===== src/rtl/fifo_pkg.sv =====
// rtl/fifo_pkg.sv - shared types and constants for the FIFO read-side drain engine
// Contents: drain_state_t FSM encoding, output buffer depth, default widths,
//           and the circular-buffer pointer increment helper.
package fifo_pkg;

  typedef enum logic [1:0] {
    ST_IDLE  = 2'd0,
    ST_DRAIN = 2'd1,
    ST_DONE  = 2'd2
  } drain_state_t;

  localparam int RD_BUF_DEPTH   = 3;
  localparam int DEF_DATA_WIDTH = 8;
  localparam int DEF_LEN_W      = 16;

  // Pointer increment that wraps at RD_BUF_DEPTH (not a power of two).
  function automatic logic [1:0] buf_ptr_inc(input logic [1:0] p);
    return (p == 2'(RD_BUF_DEPTH - 1)) ? 2'd0 : p + 2'd1;
  endfunction

endpackage


===== src/rtl/rd_skid_buf.sv =====
// rtl/rd_skid_buf.sv - 3-entry circular output buffer with registered head
// Ports: clk, rst (sync active-high), wr_en/wr_data (tail write),
//        out_valid/out_data/out_ready (head stream), occ (entries held, 0..3).
module rd_skid_buf
  import fifo_pkg::*;
#(
  parameter int DATA_WIDTH = DEF_DATA_WIDTH
) (
  input  logic                  clk,
  input  logic                  rst,
  input  logic                  wr_en,
  input  logic [DATA_WIDTH-1:0] wr_data,
  output logic                  out_valid,
  output logic [DATA_WIDTH-1:0] out_data,
  input  logic                  out_ready,
  output logic [1:0]            occ
);

  logic [DATA_WIDTH-1:0] mem [RD_BUF_DEPTH];
  logic [1:0]            head;
  logic [1:0]            tail;
  logic                  rd_fire;

  assign out_valid = (occ != 2'd0);
  assign out_data  = mem[head];
  assign rd_fire   = out_valid && out_ready;

  // The producer never writes while full: it reserves a slot per pop in flight.
  always_ff @(posedge clk) begin
    if (rst) begin
      head <= 2'd0;
      tail <= 2'd0;
      occ  <= 2'd0;
      for (int i = 0; i < RD_BUF_DEPTH; i++) begin
        mem[i] <= '0;
      end
    end else begin
      if (wr_en) begin
        mem[tail] <= wr_data;
        tail      <= buf_ptr_inc(tail);
      end
      if (rd_fire) begin
        head <= buf_ptr_inc(head);
      end
      case ({wr_en, rd_fire})
        2'b10:   occ <= occ + 2'd1;
        2'b01:   occ <= occ - 2'd1;
        default: occ <= occ;
      endcase
    end
  end

endmodule


===== src/rtl/fifo_rd_drain.sv =====
// rtl/fifo_rd_drain.sv - read-domain engine popping xfer_len FIFO words onto a valid/ready stream
// Ports: rd_clk, rd_rst (sync active-high); start/xfer_len/busy/done control;
//        fifo_rd_en/fifo_rd_data/fifo_empty FIFO read port;
//        out_valid/out_data/out_ready stream; drained_count accepted-word count.
module fifo_rd_drain
  import fifo_pkg::*;
#(
  parameter int DATA_WIDTH = DEF_DATA_WIDTH,
  parameter int LEN_W      = DEF_LEN_W
) (
  input  logic                  rd_clk,
  input  logic                  rd_rst,
  input  logic                  start,
  input  logic [LEN_W-1:0]      xfer_len,
  output logic                  busy,
  output logic                  done,
  output logic                  fifo_rd_en,
  input  logic [DATA_WIDTH-1:0] fifo_rd_data,
  input  logic                  fifo_empty,
  output logic                  out_valid,
  output logic [DATA_WIDTH-1:0] out_data,
  input  logic                  out_ready,
  output logic [LEN_W-1:0]      drained_count
);

  drain_state_t     state;
  drain_state_t     state_nxt;
  logic [LEN_W-1:0] len;
  logic [LEN_W-1:0] issued;
  logic [LEN_W-1:0] accepted;
  logic             inflight;
  logic [1:0]       occ;
  logic             acc_fire;
  logic             start_ok;

  // The word popped last cycle arrives now and goes straight into the buffer.
  rd_skid_buf #(.DATA_WIDTH(DATA_WIDTH)) u_buf (
    .clk       (rd_clk),
    .rst       (rd_rst),
    .wr_en     (inflight),
    .wr_data   (fifo_rd_data),
    .out_valid (out_valid),
    .out_data  (out_data),
    .out_ready (out_ready),
    .occ       (occ)
  );

  assign acc_fire      = out_valid && out_ready;
  assign start_ok      = (state == ST_IDLE) && start && (xfer_len != '0);
  assign drained_count = accepted;

  always_comb begin
    state_nxt  = state;
    busy       = 1'b0;
    done       = 1'b0;
    fifo_rd_en = 1'b0;
    case (state)
      ST_IDLE: begin
        if (start) begin
          state_nxt = (xfer_len != '0) ? ST_DRAIN : ST_DONE;
        end
      end
      ST_DRAIN: begin
        busy = 1'b1;
        // Count the in-flight pop against buffer space so a stalled consumer
        // can never cause an overflow; depends only on registered state.
        fifo_rd_en = !fifo_empty && (issued < len) &&
                     (({1'b0, occ} + {2'b00, inflight}) < 3'(RD_BUF_DEPTH));
        if (acc_fire && (accepted == len - LEN_W'(1))) begin
          state_nxt = ST_DONE;
        end
      end
      ST_DONE: begin
        done      = 1'b1;
        state_nxt = ST_IDLE;
      end
      default: state_nxt = ST_IDLE;
    endcase
  end

  always_ff @(posedge rd_clk) begin
    if (rd_rst) begin
      state    <= ST_IDLE;
      len      <= '0;
      issued   <= '0;
      accepted <= '0;
      inflight <= 1'b0;
    end else begin
      state    <= state_nxt;
      inflight <= fifo_rd_en;
      if (start_ok) begin
        len      <= xfer_len;
        issued   <= '0;
        accepted <= '0;
      end else begin
        if (fifo_rd_en) begin
          issued <= issued + LEN_W'(1);
        end
        if ((state == ST_DRAIN) && acc_fire) begin
          accepted <= accepted + LEN_W'(1);
        end
      end
    end
  end

endmodule


===== config.mk =====
export PLATFORM = sky130hd
export DESIGN_NAME = fifo_rd_drain
export DESIGN_NICKNAME = d
export VERILOG_FILES = /design/src/rtl/fifo_pkg.sv /design/src/rtl/rd_skid_buf.sv /design/src/rtl/fifo_rd_drain.sv
export SDC_FILE = /design/constraint.sdc
export NUM_CORES = 1
export LEC_CHECK = 0
export BUFFER_PORTS_ARGS = -buffer_cell sky130_fd_sc_hd__buf_4
export CORE_UTILIZATION = 30
export DETAILED_ROUTE_END_ITERATION = 8
export SLEW_MARGIN = 20
export SYNTH_ARGS = -nofsm -noshare
export SYNTH_HDL_FRONTEND = slang
export SYNTH_SLANG_ARGS = --single-unit
export TNS_END_PERCENT = 10

===== constraint.sdc =====
create_clock -name rd_clk -period 4.85 [get_ports rd_clk]
set_input_delay 0.97 -clock rd_clk [delete_from_list [all_inputs] [get_ports rd_clk]]
set_output_delay 0.97 -clock rd_clk [all_outputs]
set_load 0.01 [all_outputs]

After elaboration in Yosys (flattened, before gate mapping):

Memories as Yosys holds them, arrays and structs flattened. A register that Yosys moved wholly into a read port is not among the register bits.
Index checks and enable logic that the tools add are counted.

* flip-flop bits (word level): 57
* bits in writable memories: 24
* input port bits: 29
* output and inout port bits: 28
* word-level logic and storage cells: 63
* memories: 1

* add/sub/neg operators: 8
* magnitude comparators: 2
* equal/unequal tests: 9
* multiplexer cells: 20
* reductions and logical operators: 15

Memories
* u_buf.mem: depth 3, bits a word 8, rd ports 1, clocked after Yosys merged registers in 1, wr ports 3, line rd_skid_buf.sv:19 `logic [DATA_WIDTH-1:0] mem [RD_BUF_DEPTH];`

Operator list (count)
* $add 16x1->16 const B: 2
* $eq 16x16->1: 1
* $lt 16x16->1: 1
* $mux 2: 8
* $reduce_bool 16->1: 1
* $sub 16x1->16 const B: 1
* $mux 1: 9
* $eq 2x2->1 const B: 4
* $mux 8: 1
* $pmux 2 s2: 2
* $reduce_or 8->1: 1
* $logic_and 1x1->1: 7
* $add 2x1->2 const B: 3
* $eq 2x1->1 const B: 2
* $ne 2x2->1 const B: 2
* $reduce_bool 2->1: 2
* $add 2x1->3: 1
* $lt 3x2->1 const B: 1
* $logic_not 2->1: 1
* $reduce_and 2->1: 1
* $reduce_or 2->1: 1
* $sub 2x1->2 const B: 1
* $logic_not 1->1: 1

Longest topological paths before layout:

* depth in word-level cells: 5
* gate-level depth with buffers: 11
* gate-level depth less buffers: 9

Modules after synthesis:

From an unflattened synthesis, not the netlist that was laid out.

* cell total of the unflattened synthesis: 468
* area, all modules: 4704.5 um^2

Modules (own cells, without submodules)
* fifo_rd_drain: instances 1, cells an instance 359, area an instance 3032.9 um^2, sequential area each 1021.0 um^2
* rd_skid_buf: instances 1, cells an instance 109, area an instance 1671.6 um^2, sequential area each 1121.1 um^2

Least setup slack after synthesis:

Ideal clock, no wire load.

* path kind: reg2out
* start: reg len[2]
* end: out fifo_rd_en
* arrival time: 1.895 ns
* data required time: 3.880 ns
* setup slack: 1.985 ns
* stages on the path, launching flop included: 10
* path buffers: 1
* cells stage by stage: dfxtp_1 -> inv_1 -> ha_1 -> o21a_1 -> o21ai_0 -> a221oi_1 -> o31ai_4 -> nand2_2 -> buf_2 -> inv_1

* word-level cells in the longest chain between the ends: 4

RTL lines
* start, declared: line fifo_rd_drain.sv:28 `logic [LEN_W-1:0] len;`
* start signal, assigned: line fifo_rd_drain.sv:92 `len <= xfer_len;`
* $lt 16x16->1: line fifo_rd_drain.sv:67 `fifo_rd_en = !fifo_empty && (issued < len) &&`
* $logic_and 1x1->1 (2 in series): line fifo_rd_drain.sv:67
* $mux 1: line fifo_rd_drain.sv:57 `case (state)`
* end, declared: line fifo_rd_drain.sv:17 `output logic fifo_rd_en,`

Every way passes these cells.

Final worst setup path:

Same ends and word-level chain as after synthesis.

==> impl_metrics.json <==
{
  "synth.distinct_cells": 55,
  "critPathArrivalTime_ns": 2.50,
  "drv_slew": 0,
  "pwr_density_cell_nw_per_um2": 302,
  "cp_common_cell": "inv_1",
  "drc": 0,
  "layout_setup_ws_ns": 1.38,
  "first_pass_iters": 5,
  "r2r_start": "len[0]$_SDFFE_PP0P_",
  "cts_tree": "done",
  "cts_setup_buffers": 0,
  "fin_crit_ns": 3.47,
  "hpwlAfterDp_um": 8380,
  "path_delay_family": "compound AO/OA/AOI/OAI gates",
  "synth-edff-count": 32,
  "post_drt_wl_per_cell_um": 14.7,
  "r2r_slack_ns": 2.04,
  "synth_area_leaders": "dfxtp_1 25%, edfxtp_1 20%, ha_1 5.5%",
  "fp-row-count": 45,
  "nets": 583,
  "worstReg2RegEnd": "state[0]$_SDFFE_PP0P_",
  "postCtsHoldBufs": 0,
  "finish.utilization_pct": 37.0,
  "fin_skew_ns": 0.00622,
  "via_per_inst": 4.86,
  "clkTransAtPathRegs_ns": 0.07,
  "worst_pin_slew_ns": 0.925,
  "hold_path_depth": 2,
  "fillers": 1594,
  "drive_above_1_share_pct": 19.1,
  "finalCritPeriodShare_pct": 71.6,
  "async_flop_share_pct": 0,
  "ys_ff_latch": 91,
  "critPathMaxStageDelay_ns": 0.48,
  "slowest_stage": "dfxtp_1",
  "die_x_um": 128,
  "path_max_fanout": 18,
  "coreArea_um2": 15400,
  "cts_sinks": 91,
  "hold_path_class": "reg2reg",
  "clockRootBuffer": "clkbuf_16",
  "die_height_um": 128,
  "areaGrowthSynthToFinish_pct": 18.9,
  "yosys.area.top_type": "dfxtp_1",
  "boundaryPins": 57,
  "cts_made_buffers": 9,
  "port_buffers": 56,
  "relSlewSlack_pct": 38.3,
  "worst_setup_path_end_kind": "output port",
  "die_area_um2": 16500,
  "grt_pass1_wl_um": 17800,
  "maxCapViolCount": 0,
  "ys_warn_count": 0,
  "gp_congestion": 0.788,
  "holdCritStartpoint": "issued[15]$_SDFFE_PP0P_",
  "syn_nets": 531,
  "drt-total-wl_um": 11000,
  "grt_pass1_vias": 3620,
  "clk_path_buf_depth": 2,
  "crit_type": "reg2out",
  "initialDrtViolationCount": 198,
  "syn_inst": 481,
  "synth_top_cell_area_share_pct": 24.6,
  "grt_max_degree": 33,
  "path_cells": "inv_1, ha_1, o21a_1, o21ai_0, a221oi_1, o31ai_4, nand2_2, inv_1, buf_4",
  "antenna_found_initial": 1,
  "drtAntennaViolNets": 0,
  "holdPathEnd": "issued[15]$_SDFFE_PP0P_",
  "tns_ns": 0,
  "rsz0062_at_grt": "no",
  "cts_resized": 0,
  "gr-total-overflow": 0,
  "fmax_mhz": 288,
  "ys.flop_type": "dfxtp_1",
  "initial_core_util_pct": 31.1,
  "cp.required_ns": 3.88,
  "clk_latency_ns": 0.34,
  "htreeDepth": 3,
  "peakVddDrop_mv": 0.188,
  "via_count": 3643,
  "cellLeakagePower_nw": 2.17,
  "final_hold_viol_count": 0,
  "ys_seq_area_share_pct": 44.7,
  "pre_cts_slack_ns": 1.70,
  "setup_viol": 0,
  "synth_area_um2": 4800,
  "crit_buf_inv": 3,
  "track_usage_pct": 13.9,
  "status": "finished clean",
  "r2r_cells": 9,
  "crit_path_start_kind": "flop",
  "synth_area_per_cell_um2": 9.97
}
-- per-layer routing --
metal  track usage (%)  up-vias  wire length (µm)
li1                  -     1831                 -
met1              16.6     1733              4990
met2              24.4       68              5470
met3              3.16       11               407
met4              5.05        0               134
met5                 0        -                 0
-- logic make-up after synthesis --
kind of cell               share of synthesized area, %
and+or+nand+nor                                    23.2
AOI/OAI and AO/OA                                  7.59
DFF                                                44.7
adders and majority gates                          5.48
muxes                                              8.37
buffers and inverters                              3.44
xor gates and xnor gates                           7.30
-- area by class of cell --
class	instances	area [µm²]	share of cell area, %
Antenna cell	1	2.50	0.0439
Clock buffer	10	229	4.01
Clock inverter	6	50.0	0.878
Inverter	24	90.1	1.58
Multi-Input combinational cell	349	2490	43.7
Sequential cell	91	2140	37.6
Tap cell	211	264	4.63
Timing Repair Buffer	58	435	7.63
-- worst register-to-register path, cell delays in order (launching register included) --
cell and delay, ns:
dfxtp_1 0.51, inv_1 0.11, ha_1 0.31, xnor2_1 0.12, or3_1 0.31, nor4_1 0.37
o211ai_1 0.19, nor4_2 0.44, a311oi_1 0.15, o21ba_1 0.20
-- cell usage after synthesis, types with 3 or more instances --
master / number
nor4_1: 10
mux4_2: 8
o31ai_1: 6
nor2_1: 61
dfxtp_1: 59
nor3_1: 8
and2_1: 24
ha_1: 21
nand4_1: 12
nand2_1: 24
or3_1: 4
or2_2: 6
nor3b_1: 3
and3_1: 9
o21ai_0: 6
xnor2_1: 14
nor2b_1: 3
nor3_2: 3
xor2_1: 26
inv_1: 24
or4_1: 6
buf_2: 3
mux2i_1: 21
edfxtp_1: 32
clkbuf_1: 11
a21oi_1: 18
nand3_1: 22
-- sequential cells by signal (all words and copies together), names as in the netlist, named ones only --
register,count
drained_count,16
inflight,1
issued,16
len,16
state,2
u_buf.head,2
u_buf.mem,32
u_buf.occ,2
u_buf.tail,2
-- where the power goes --
group	switching, mW	internal, mW	leakage, nW	total (mW)
sequential	0.0304	0.811	0.798	0.841
clock	0.309	0.353	0.130	0.662
combinational	0.114	0.103	1.25	0.218
total	0.454	1.27	2.17	1.72
-- per-stage QoR --
step                      power, mW  hold WS [ns]  instance area, µm²  instances
after global placement         1.07         0.472                5420        733
after global routing           1.79         0.530                5700        749
after floorplan                1.00         0.456                4800        481
after detailed placement       1.08         0.491                5420        733
final                          1.72         0.503                5700        750
after CTS                      1.74         0.503                5700        749
-- cell usage in the layout (no fill, tap or decap), types with 2 or more instances in the layout --
cell	count
clkinv_4	2
and3_1	9
a221oi_1	2
nor3_2	3
mux2i_1	21
mux4_2	8
xnor2_1	14
o221a_2	2
and2_1	24
a22oi_1	2
nand2b_1	2
nor3_1	8
edfxtp_1	32
nor3b_1	3
nor2_1	61
dfxtp_1	59
a21oi_1	18
o21ai_0	6
nor2b_1	3
o211ai_1	2
o31ai_1	6
inv_6	2
nor4_1	10
nor4_2	2
a21o_1	2
or3_1	4
inv_1	24
clkinvlp_4	2
nand4b_1	2
clkbuf_16	9
xor2_1	26
nand3_1	22
or2_2	6
buf_4	58
nand2_1	24
nand4_1	12
ha_1	21
or4_1	6
-- worst max-delay path by stage --
stage / slack (ns) / start / depth (start not counted) / endpoint
after floorplan: 1.99 / len[2]$_SDFFE_PP0P_ / 9 / fifo_rd_en
after global placement: 1.70 / fifo_empty / 6 / fifo_rd_en
after detailed placement: 1.70 / fifo_empty / 6 / fifo_rd_en
after CTS: 1.35 / len[2]$_SDFFE_PP0P_ / 9 / fifo_rd_en
after global routing: 1.17 / len[2]$_SDFFE_PP0P_ / 9 / fifo_rd_en
final: 1.38 / len[2]$_SDFFE_PP0P_ / 9 / fifo_rd_en
Note: power is estimated with default switching activity, not from simulation.
